--- config.mk ---
export PLATFORM = sky130hd
export DESIGN_NAME = cla_pipe_addsub_flat
export DESIGN_NICKNAME = d
export VERILOG_FILES = /design/src/rtl/cla_pipe_addsub_if.sv /design/src/rtl/cla_pipe_addsub.sv /design/src/flat_wrapper.sv
export SDC_FILE = /design/constraint.sdc
export NUM_CORES = 1
export LEC_CHECK = 0
export BUFFER_PORTS_ARGS = -buffer_cell sky130_fd_sc_hd__buf_2
export CAP_MARGIN = 20
export CELL_PAD_IN_SITES_DETAIL_PLACEMENT = 1
export CELL_PAD_IN_SITES_GLOBAL_PLACEMENT = 2
export CORE_MARGIN = 4
export CORE_UTILIZATION = 34
export CTS_CLUSTER_DIAMETER = 30
export CTS_CLUSTER_SIZE = 30
export DETAILED_ROUTE_END_ITERATION = 12
export GPL_TIMING_DRIVEN = 0
export PLACE_DENSITY_LB_ADDON = 0.3
export SYNTH_ARGS = -nofsm -noshare
export SYNTH_HDL_FRONTEND = slang
export SYNTH_SLANG_ARGS = --single-unit
--- constraint.sdc ---
create_clock -name clock -period 2.9 [get_ports clock]
set_input_delay 0.29 -clock clock [delete_from_list [all_inputs] [get_ports clock]]
set_output_delay 0.29 -clock clock [all_outputs]
set_load 0.02 [all_outputs]
--- src/rtl/cla_pipe_addsub_if.sv ---
// ---------------------------------------------------------------------------
// cla_pipe_addsub_if
// Bus bundle for the pipelined carry-lookahead adder/subtractor.
//   in_valid / in_ready      : input handshake
//   data_operandA/B, subtract, Cin, in_tag : operation fields
//   out_valid / out_ready    : output handshake
//   data_result, Cout, overflow, out_tag   : result fields
// The master drives operations and consumes results; the slave is the adder.
// ---------------------------------------------------------------------------
interface cla_pipe_addsub_if #(
    parameter int WIDTH = 32,
    parameter int TAG_W = 4
);
    logic             in_valid;
    logic             in_ready;
    logic [WIDTH-1:0] data_operandA;
    logic [WIDTH-1:0] data_operandB;
    logic             subtract;
    logic             Cin;
    logic [TAG_W-1:0] in_tag;
    logic             out_valid;
    logic             out_ready;
    logic [WIDTH-1:0] data_result;
    logic             Cout;
    logic             overflow;
    logic [TAG_W-1:0] out_tag;

    modport master (
        output in_valid, data_operandA, data_operandB, subtract, Cin, in_tag,
        output out_ready,
        input  in_ready, out_valid, data_result, Cout, overflow, out_tag
    );

    modport slave (
        input  in_valid, data_operandA, data_operandB, subtract, Cin, in_tag,
        input  out_ready,
        output in_ready, out_valid, data_result, Cout, overflow, out_tag
    );
endinterface

--- src/rtl/cla_pipe_addsub.sv ---
// ---------------------------------------------------------------------------
// cla_pipe_addsub
// Pipelined carry-lookahead adder/subtractor. WIDTH is cut into GROUP-bit
// lookahead groups; pipeline stage k resolves group k and hands its carry to
// stage k+1 through a register, so one operation can enter every cycle.
//   result = A + (B ^ {WIDTH{subtract}}) + Cin  (mod 2^WIDTH)
// Ports:
//   clock  : rising-edge clock
//   reset  : synchronous, active-high; discards everything in flight
//   bus    : cla_pipe_addsub_if.slave (operands, tag, handshakes, result)
// Latency is NSTAGE cycles: an op taken at edge t is presented after edge
// t+NSTAGE-1. A single global enable stalls the whole pipe when the output
// is held, so bubbles travel with the pipe rather than being squeezed out.
// ---------------------------------------------------------------------------
module cla_pipe_addsub #(
    parameter int WIDTH = 32,
    parameter int GROUP = 8,
    parameter int TAG_W = 4
) (
    input  logic               clock,
    input  logic               reset,
    cla_pipe_addsub_if.slave   bus
);
    localparam int NSTAGE = (GROUP >= 1) ? (WIDTH / GROUP) : 1;

    if (GROUP < 1) begin : g_chk_group
        $error("cla_pipe_addsub: GROUP must be >= 1");
    end else if ((WIDTH % GROUP) != 0) begin : g_chk_div
        $error("cla_pipe_addsub: WIDTH must be a multiple of GROUP");
    end
    if (TAG_W < 1) begin : g_chk_tag
        $error("cla_pipe_addsub: TAG_W must be >= 1");
    end

    // Flat lookahead: every carry is a sum of generate terms gated by the
    // propagate product between them, so no carry waits on its neighbour.
    // c[i] is the carry into bit i of the group; c[GROUP] is the group carry-out.
    function automatic logic [GROUP:0] cla_carries(
        input logic [GROUP-1:0] a,
        input logic [GROUP-1:0] b,
        input logic             cin
    );
        logic [GROUP-1:0] g;
        logic [GROUP-1:0] p;
        logic [GROUP:0]   c;
        logic             term;
        g = a & b;
        p = a ^ b;
        c = '0;
        for (int i = 0; i <= GROUP; i++) begin
            term = cin;
            for (int m = 0; m < i; m++) begin
                term = term & p[m];
            end
            c[i] = term;
            for (int j = 0; j < i; j++) begin
                term = g[j];
                for (int m = j + 1; m < i; m++) begin
                    term = term & p[m];
                end
                c[i] = c[i] | term;
            end
        end
        return c;
    endfunction

    // Global enable: the pipe moves whenever the output slot is empty or
    // being drained this cycle.
    logic advance;

    genvar gi;
    for (gi = 0; gi < NSTAGE; gi++) begin : g_stage
        localparam int REM_IN_W = WIDTH - gi * GROUP;      // operand bits entering
        localparam int DONE_W   = (gi + 1) * GROUP;        // result bits leaving
        localparam int REM_W    = WIDTH - DONE_W;          // operand bits leaving

        logic [REM_IN_W-1:0] a_in;
        logic [REM_IN_W-1:0] b_in;
        logic                cin_in;
        logic [GROUP:0]      c_vec;
        logic [GROUP-1:0]    sum_d;
        logic                valid_d;
        logic [TAG_W-1:0]    tag_d;
        logic [DONE_W-1:0]   res_d;

        logic                valid_q;
        logic [TAG_W-1:0]    tag_q;
        logic                carry_q;
        logic [DONE_W-1:0]   res_q;

        if (gi == 0) begin : g_first
            // Subtraction only inverts B; the +1 comes from Cin.
            assign a_in    = bus.data_operandA;
            assign b_in    = bus.data_operandB ^ {WIDTH{bus.subtract}};
            assign cin_in  = bus.Cin;
            assign valid_d = bus.in_valid && advance;
            assign tag_d   = bus.in_tag;
            assign res_d   = sum_d;
        end else begin : g_next
            assign a_in    = g_stage[gi-1].g_rem.opa_q;
            assign b_in    = g_stage[gi-1].g_rem.opb_q;
            assign cin_in  = g_stage[gi-1].carry_q;
            assign valid_d = g_stage[gi-1].valid_q;
            assign tag_d   = g_stage[gi-1].tag_q;
            assign res_d   = {sum_d, g_stage[gi-1].res_q};
        end

        assign c_vec = cla_carries(a_in[GROUP-1:0], b_in[GROUP-1:0], cin_in);
        assign sum_d = a_in[GROUP-1:0] ^ b_in[GROUP-1:0] ^ c_vec[GROUP-1:0];

        always_ff @(posedge clock) begin
            if (reset) begin
                valid_q <= 1'b0;
                tag_q   <= '0;
                carry_q <= 1'b0;
                res_q   <= '0;
            end else if (advance) begin
                valid_q <= valid_d;
                tag_q   <= tag_d;
                carry_q <= c_vec[GROUP];
                res_q   <= res_d;
            end
        end

        if (gi < NSTAGE - 1) begin : g_rem
            // Only the operand bits of groups not yet processed move on.
            logic [REM_W-1:0] opa_q;
            logic [REM_W-1:0] opb_q;
            logic [REM_W-1:0] opa_d;
            logic [REM_W-1:0] opb_d;

            assign opa_d = a_in[REM_IN_W-1:GROUP];
            assign opb_d = b_in[REM_IN_W-1:GROUP];

            always_ff @(posedge clock) begin
                if (reset) begin
                    opa_q <= '0;
                    opb_q <= '0;
                end else if (advance) begin
                    opa_q <= opa_d;
                    opb_q <= opb_d;
                end
            end
        end else begin : g_last
            // The MSB is the top bit of this group, so its carry-in is local.
            logic ovf_q;
            logic ovf_d;

            assign ovf_d = c_vec[GROUP] ^ c_vec[GROUP-1];

            always_ff @(posedge clock) begin
                if (reset) begin
                    ovf_q <= 1'b0;
                end else if (advance) begin
                    ovf_q <= ovf_d;
                end
            end
        end
    end

    assign advance         = !g_stage[NSTAGE-1].valid_q || bus.out_ready;
    assign bus.in_ready    = advance;
    assign bus.out_valid   = g_stage[NSTAGE-1].valid_q;
    assign bus.data_result = g_stage[NSTAGE-1].res_q;
    assign bus.Cout        = g_stage[NSTAGE-1].carry_q;
    assign bus.overflow    = g_stage[NSTAGE-1].g_last.ovf_q;
    assign bus.out_tag     = g_stage[NSTAGE-1].tag_q;

endmodule

--- src/flat_wrapper.sv ---
// flat-port wrapper written by rule: the top's interface ports become plain ports
module cla_pipe_addsub_flat 
#(
    parameter int WIDTH = 32,
    parameter int GROUP = 8,
    parameter int TAG_W = 4
)
  (clock, reset, bus_in_valid, bus_data_operandA, bus_data_operandB, bus_subtract, bus_Cin, bus_in_tag, bus_out_ready, bus_in_ready, bus_out_valid, bus_data_result, bus_Cout, bus_overflow, bus_out_tag);
  cla_pipe_addsub_if #(.WIDTH(WIDTH), .TAG_W(TAG_W)) bus_i ();
  input  logic clock;
  input  logic reset;
  input wire logic [$bits(bus_i.in_valid)-1:0] bus_in_valid;
  input wire logic [$bits(bus_i.data_operandA)-1:0] bus_data_operandA;
  input wire logic [$bits(bus_i.data_operandB)-1:0] bus_data_operandB;
  input wire logic [$bits(bus_i.subtract)-1:0] bus_subtract;
  input wire logic [$bits(bus_i.Cin)-1:0] bus_Cin;
  input wire logic [$bits(bus_i.in_tag)-1:0] bus_in_tag;
  input wire logic [$bits(bus_i.out_ready)-1:0] bus_out_ready;
  output wire logic [$bits(bus_i.in_ready)-1:0] bus_in_ready;
  output wire logic [$bits(bus_i.out_valid)-1:0] bus_out_valid;
  output wire logic [$bits(bus_i.data_result)-1:0] bus_data_result;
  output wire logic [$bits(bus_i.Cout)-1:0] bus_Cout;
  output wire logic [$bits(bus_i.overflow)-1:0] bus_overflow;
  output wire logic [$bits(bus_i.out_tag)-1:0] bus_out_tag;
  assign bus_i.in_valid = bus_in_valid;
  assign bus_i.data_operandA = bus_data_operandA;
  assign bus_i.data_operandB = bus_data_operandB;
  assign bus_i.subtract = bus_subtract;
  assign bus_i.Cin = bus_Cin;
  assign bus_i.in_tag = bus_in_tag;
  assign bus_i.out_ready = bus_out_ready;
  assign bus_in_ready = bus_i.in_ready;
  assign bus_out_valid = bus_i.out_valid;
  assign bus_data_result = bus_i.data_result;
  assign bus_Cout = bus_i.Cout;
  assign bus_overflow = bus_i.overflow;
  assign bus_out_tag = bus_i.out_tag;
  cla_pipe_addsub #(.WIDTH(WIDTH), .GROUP(GROUP), .TAG_W(TAG_W)) u_core (.clock(clock), .reset(reset), .bus(bus_i));
endmodule
# Yosys cells after proc, flatten, opt, wreduce, memory -nomap -nowiden
# Index checks and enable logic that the tools add are counted.
# totals
reg_bits,201
latch_bits,0
ramBits,0
mem_bits_ro,0
input_bits,74
output_inout_bits,40
elab_cells,328
n_memories,0
# op_classes
add_sub_neg,0
mul,0
n_div,0
magnitude_cmp,0
n_eq_ne,0
shifts,0
n_mux,0
bitwise,302
reduce_logical,3
# ops
cell,count
AND 1 bit,144
bitwise OR 1 bit,144
XOR 8 bit,8
AND 8 bit,4
XOR 32 bit,1
logical AND 1 bit,1
logical NOT 1 bit,1
logical OR 1 bit,1
XOR 1 bit,1

# Depth between registers and ports, before layout
# logic_depth
word_depth,18
mapped_depth,10
mapped_depth_nobuf,8

# Least setup slack after synthesis
# No wires, ideal clock.
# synth_timing
kind,in2reg
from,input bus_subtract
to,register u_core.g_stage[0].res_q[6]
setup_ns,0.117
t_arrival_ns,2.407
t_required_ns,2.783
slack_ns,0.376
cell_stages,10
n_path_buf,2
cell_sequence,clkbuf_1 buf_2 xor2_1 ha_1 ha_1 o211ai_1 a21oi_1 o21a_1 or3_1 a32o_1
# synth_via
elab_chain_cells,15
elab_cells_between_ends,31
classes_between,bitwise (31)
# synth_lines
item,line_no,rtl
"start, declared",flat_wrapper.sv:15,input wire logic [$bits(bus_i.subtract)-1:0] bus_subtract;
XOR 32 bit *,cla_pipe_addsub.sv:94,assign b_in = bus.data_operandB ^ {WIDTH{bus.subtract}};
XOR 8 bit,"cla_pipe_addsub.sv:48, cla_pipe_addsub.sv:109",
AND 1 bit (6 in a row),cla_pipe_addsub.sv:53,term = term & p[m];
bitwise OR 1 bit (6 in a row),cla_pipe_addsub.sv:61,c[i] = c[i] | term;
XOR 8 bit *,cla_pipe_addsub.sv:109,assign sum_d = a_in[GROUP-1:0] ^ b_in[GROUP-1:0] ^ c_vec[GROUP-1:0];
"end signal, assigned",cla_pipe_addsub.sv:121,res_q <= res_d;
"end, declared",cla_pipe_addsub.sv:89,logic [DONE_W-1:0] res_q;
# Mark *: on every way between the ends. The rest lies on a longest branch, timed or not.
# A chain may end at the register's enable or synchronous reset.

# Final worst setup path
# layout_timing
from,input bus_subtract
to,register u_core.g_stage[0].res_q[7]
# layout_via
elab_chain_cells,17
elab_cells_between_ends,39
classes_between,bitwise (39)
# layout_lines
item,line_no
XOR 32 bit *,cla_pipe_addsub.sv:94
XOR 8 bit,"cla_pipe_addsub.sv:48, cla_pipe_addsub.sv:109"
AND 1 bit (7 in a row),cla_pipe_addsub.sv:53
bitwise OR 1 bit (7 in a row),cla_pipe_addsub.sv:61
XOR 8 bit *,cla_pipe_addsub.sv:109
# Marked as above.

==> results.cfg <==
[place]
port_buffers = 111
routabilityCongestion = 0.811
dp.cells = 1436
hpwl_um = 18500

[sta]
relSlewSlack_pct = 47.2
post-route-period-util_pct = 92.1
max_freq_mhz = 375
slew_violations = 0
holdWs_ns = 0.0146
setup-violations-final = 0
tightestPinTransition_ns = 0.789
finClkSkew_ns = 0.0115
rsz0062_at_grt = no
finalHoldViolCount = 0
period_needed_ns = 2.67

[outcome]
status = complete, no violations

[critical_path]
worstReg2RegStart = u_core.g_stage[0].g_rem.opa_q[0]
critPathKind = input port to register
crit_path_start = bus_subtract
worstPathMaxFanout = 10
r2r_cells = 7
crit_required_ns = 3.29
cp-start-kind = input port
cp.arrival_ns = 3.06
end_kind = register

[synthesis]
ys_warn_count = 0
avgSynthCellArea_um2 = 8.22
yosysTopAreaCell = dfxtp_1
ys.flop_type = dfxtp_1
yosys.area_share.adder_pct = 6.41
synth_mux_area_share_pct = 0.121
seq_area_frac_synth_pct = 48.6
synth-edff-count = 0
post-synth-top-count-cell = nand2_1
ys_async_sr_fraction_pct = 0
synth-xor-area-share_pct = 4.55
synth_top_area_share_pct = 48.6
synth_commonest_cells = nand2_1 (313), dfxtp_1 (201), a21oi_1 (163), nor2_1 (51), clkbuf_1 (47)
syn_area_um2 = 8270
netlist-cell-type-count = 41
synth-simple-area-share_pct = 19.0
synth_compound_area_share_pct = 17.7
synth_top_family_by_area = simple AND/OR/NAND/NOR gates
synth_nets = 1120
synthTopCellsByArea = dfxtp_1 (49%), nand2_1 (14%), a21oi_1 (9.9%), ha_1 (5.4%), xnor2_1 (3.7%)
ys_seq_elements = 201
synth_cells = 1006

[layout]
final_cells = 1552
antenna_cells = 0
nets = 1305
fillCellCount = 2869
drive_gt1_share_pct = 18.2
fin_util_pct = 46.8
area_growth_pct = 34.0

[floorplanning]
core-area_um2 = 23700
die_w_um = 164
die_h_um = 164
start_util_pct = 34.9
boundaryPins = 114
rows = 56
die_area_um2 = 26900

[global_routing]
grt_overflow_total = 0
antenna_found_initial = 0
grt_pass1_vias = 7579
grt_pass1_wl_um = 40500
grt_start_max_net_pins = 14
grt_usage_pct = 19.3

[drt]
drtIter0Drc = 323
vias_per_cell = 4.77
drc = 0
drt-wirelength-per-cell_um = 16.7
via_count = 7409
wl_um = 26000
first_pass_iters = 4
ant_nets = 0

[worst_hold_path]
hp-class = input port to register
hold_depth = 3
min_from = bus_data_operandA[29]

[cts]
max-clock-path-buffers = 3
h-tree-depth = 2
cts_resized = 0
cts_tree = built
cts.sinks = 201
cts-buffers-inserted = 50
insertion_delay_ns = 0.54
clk_pin_slew_worst_paths_ns = 0.05
cts-root-buf = clkbuf_16
cts_setup_buffers = 0

[pwr]
power_leakage_uw = 0.00469
pwr-share-clk_pct = 58.5
power_uw = 9000
p_sw_uw = 2220
p_sw_share_pct = 24.7
intPower_uw = 6780
pwr-share-comb_pct = 7.4
ir_drop_mv = 0.391
pwr-share-seq_pct = 34.1
powerDensity_nw_per_um2 = 812

[flow_run]
cap_violations = 0
[layout by cell type, fill, tap and decap left out, types with 10 or more instances in the layout]
master,instances
ha_1,36
clkbuf_16,50
dfxtp_1,201
a211oi_1,35
a21oi_1,163
buf_2,124
clkbuf_1,52
nor2_1,51
clkinv_2,13
o21ai_0,16
nand2_1,313
xnor2_1,35
clkinvlp_4,10
dlygate4sd3_1,22
[path summary, 6_finish.rpt]
kind / endpoint / slack (ns)
hold reg to reg: u_core.bus.data_result[0] / 0.44
setup reg to reg: u_core.g_stage[1].res_q[15] / 0.73
setup / recovery: u_core.g_stage[0].res_q[7] / 0.23
hold / removal: u_core.g_stage[0].g_rem.opa_q[21] / 0.01
[registers in the layout (all words and copies together) (netlist names)]
name / flops
u_core.g_stage.carry_q: 3
u_core.bus.overflow: 1
u_core.bus.out_tag: 4
u_core.g_stage.tag_q: 12
u_core.g_stage.g_rem.opb_q: 48
u_core.g_stage.g_rem.opa_q: 48
u_core.g_stage.res_q: 48
u_core.bus.Cout: 1
u_core.bus.out_valid: 1
u_core.bus.data_result: 32
u_core.g_stage.valid_q: 3
[repair_timing]
item                                   4_1_cts  5_1_grt
setup endpoints to repair                    0        0
endpoints found under the hold margin       22        0
hold buffers                                22        0
[kinds of logic after synthesis]
| logic type | count (synthesis) |
|---|---|
| compound gates | 248 |
| buf+inv | 75 |
| fa+ha+maj | 40 |
| xor+xnor | 43 |
| flops | 201 |
| simple gates | 398 |
| mux | 1 |
[final cells by class]
type,count,area [µm²],area share [%]
Multi-Input combinational cell,730,3950,35.6
Timing Repair Buffer,133,776,7.00
Sequential cell,201,4020,36.3
Tap cell,319,399,3.60
Buffer,69,275,2.48
Clock buffer,63,1380,12.4
Clock inverter,31,260,2.35
Inverter,6,22.5,0.203
[per-stage QoR]
step	TNS, ns	instance area [µm²]	worst slack [ns]
2_1_floorplan	0	8270	0.376
3_3_place_gp	-0.652	9230	-0.355
3_5_place_dp	-0.764	9230	-0.401
4_1_cts	0	11100	0.172
5_1_grt	0	11100	0.0349
6_report	0	11100	0.230
[power groups by stage]
stage          combinational [µW]  clock [µW]  sequential [µW]
5_1_grt                       756        5520             3080
3_5_place_dp                  648           0             3110
3_3_place_gp                  636           0             3110
4_1_cts                       678        5360             3070
6_report                      667        5270             3070
2_1_floorplan                 414           0             3090
[layer usage]
metal | routed length, µm | GRT usage, % | vias to the layer above
met4 | 729 | 6.82 | 0
met5 | 0 | 0 | -
li1 | - | - | 3762
met1 | 12000 | 25.8 | 3448
met3 | 1430 | 3.79 | 44
met2 | 11800 | 31.1 | 155
[worst max-delay path, stage by stage]
cell,delay (ns)
clkbuf_1,0.35
buf_2,0.41
xor2_1,0.24
ha_1,0.27
ha_1,0.19
o211ai_1,0.25
a21oi_1,0.15
o21a_1,0.21
a2111oi_0,0.56
o41ai_1,0.13
Power figures use the tool's default switching activity.
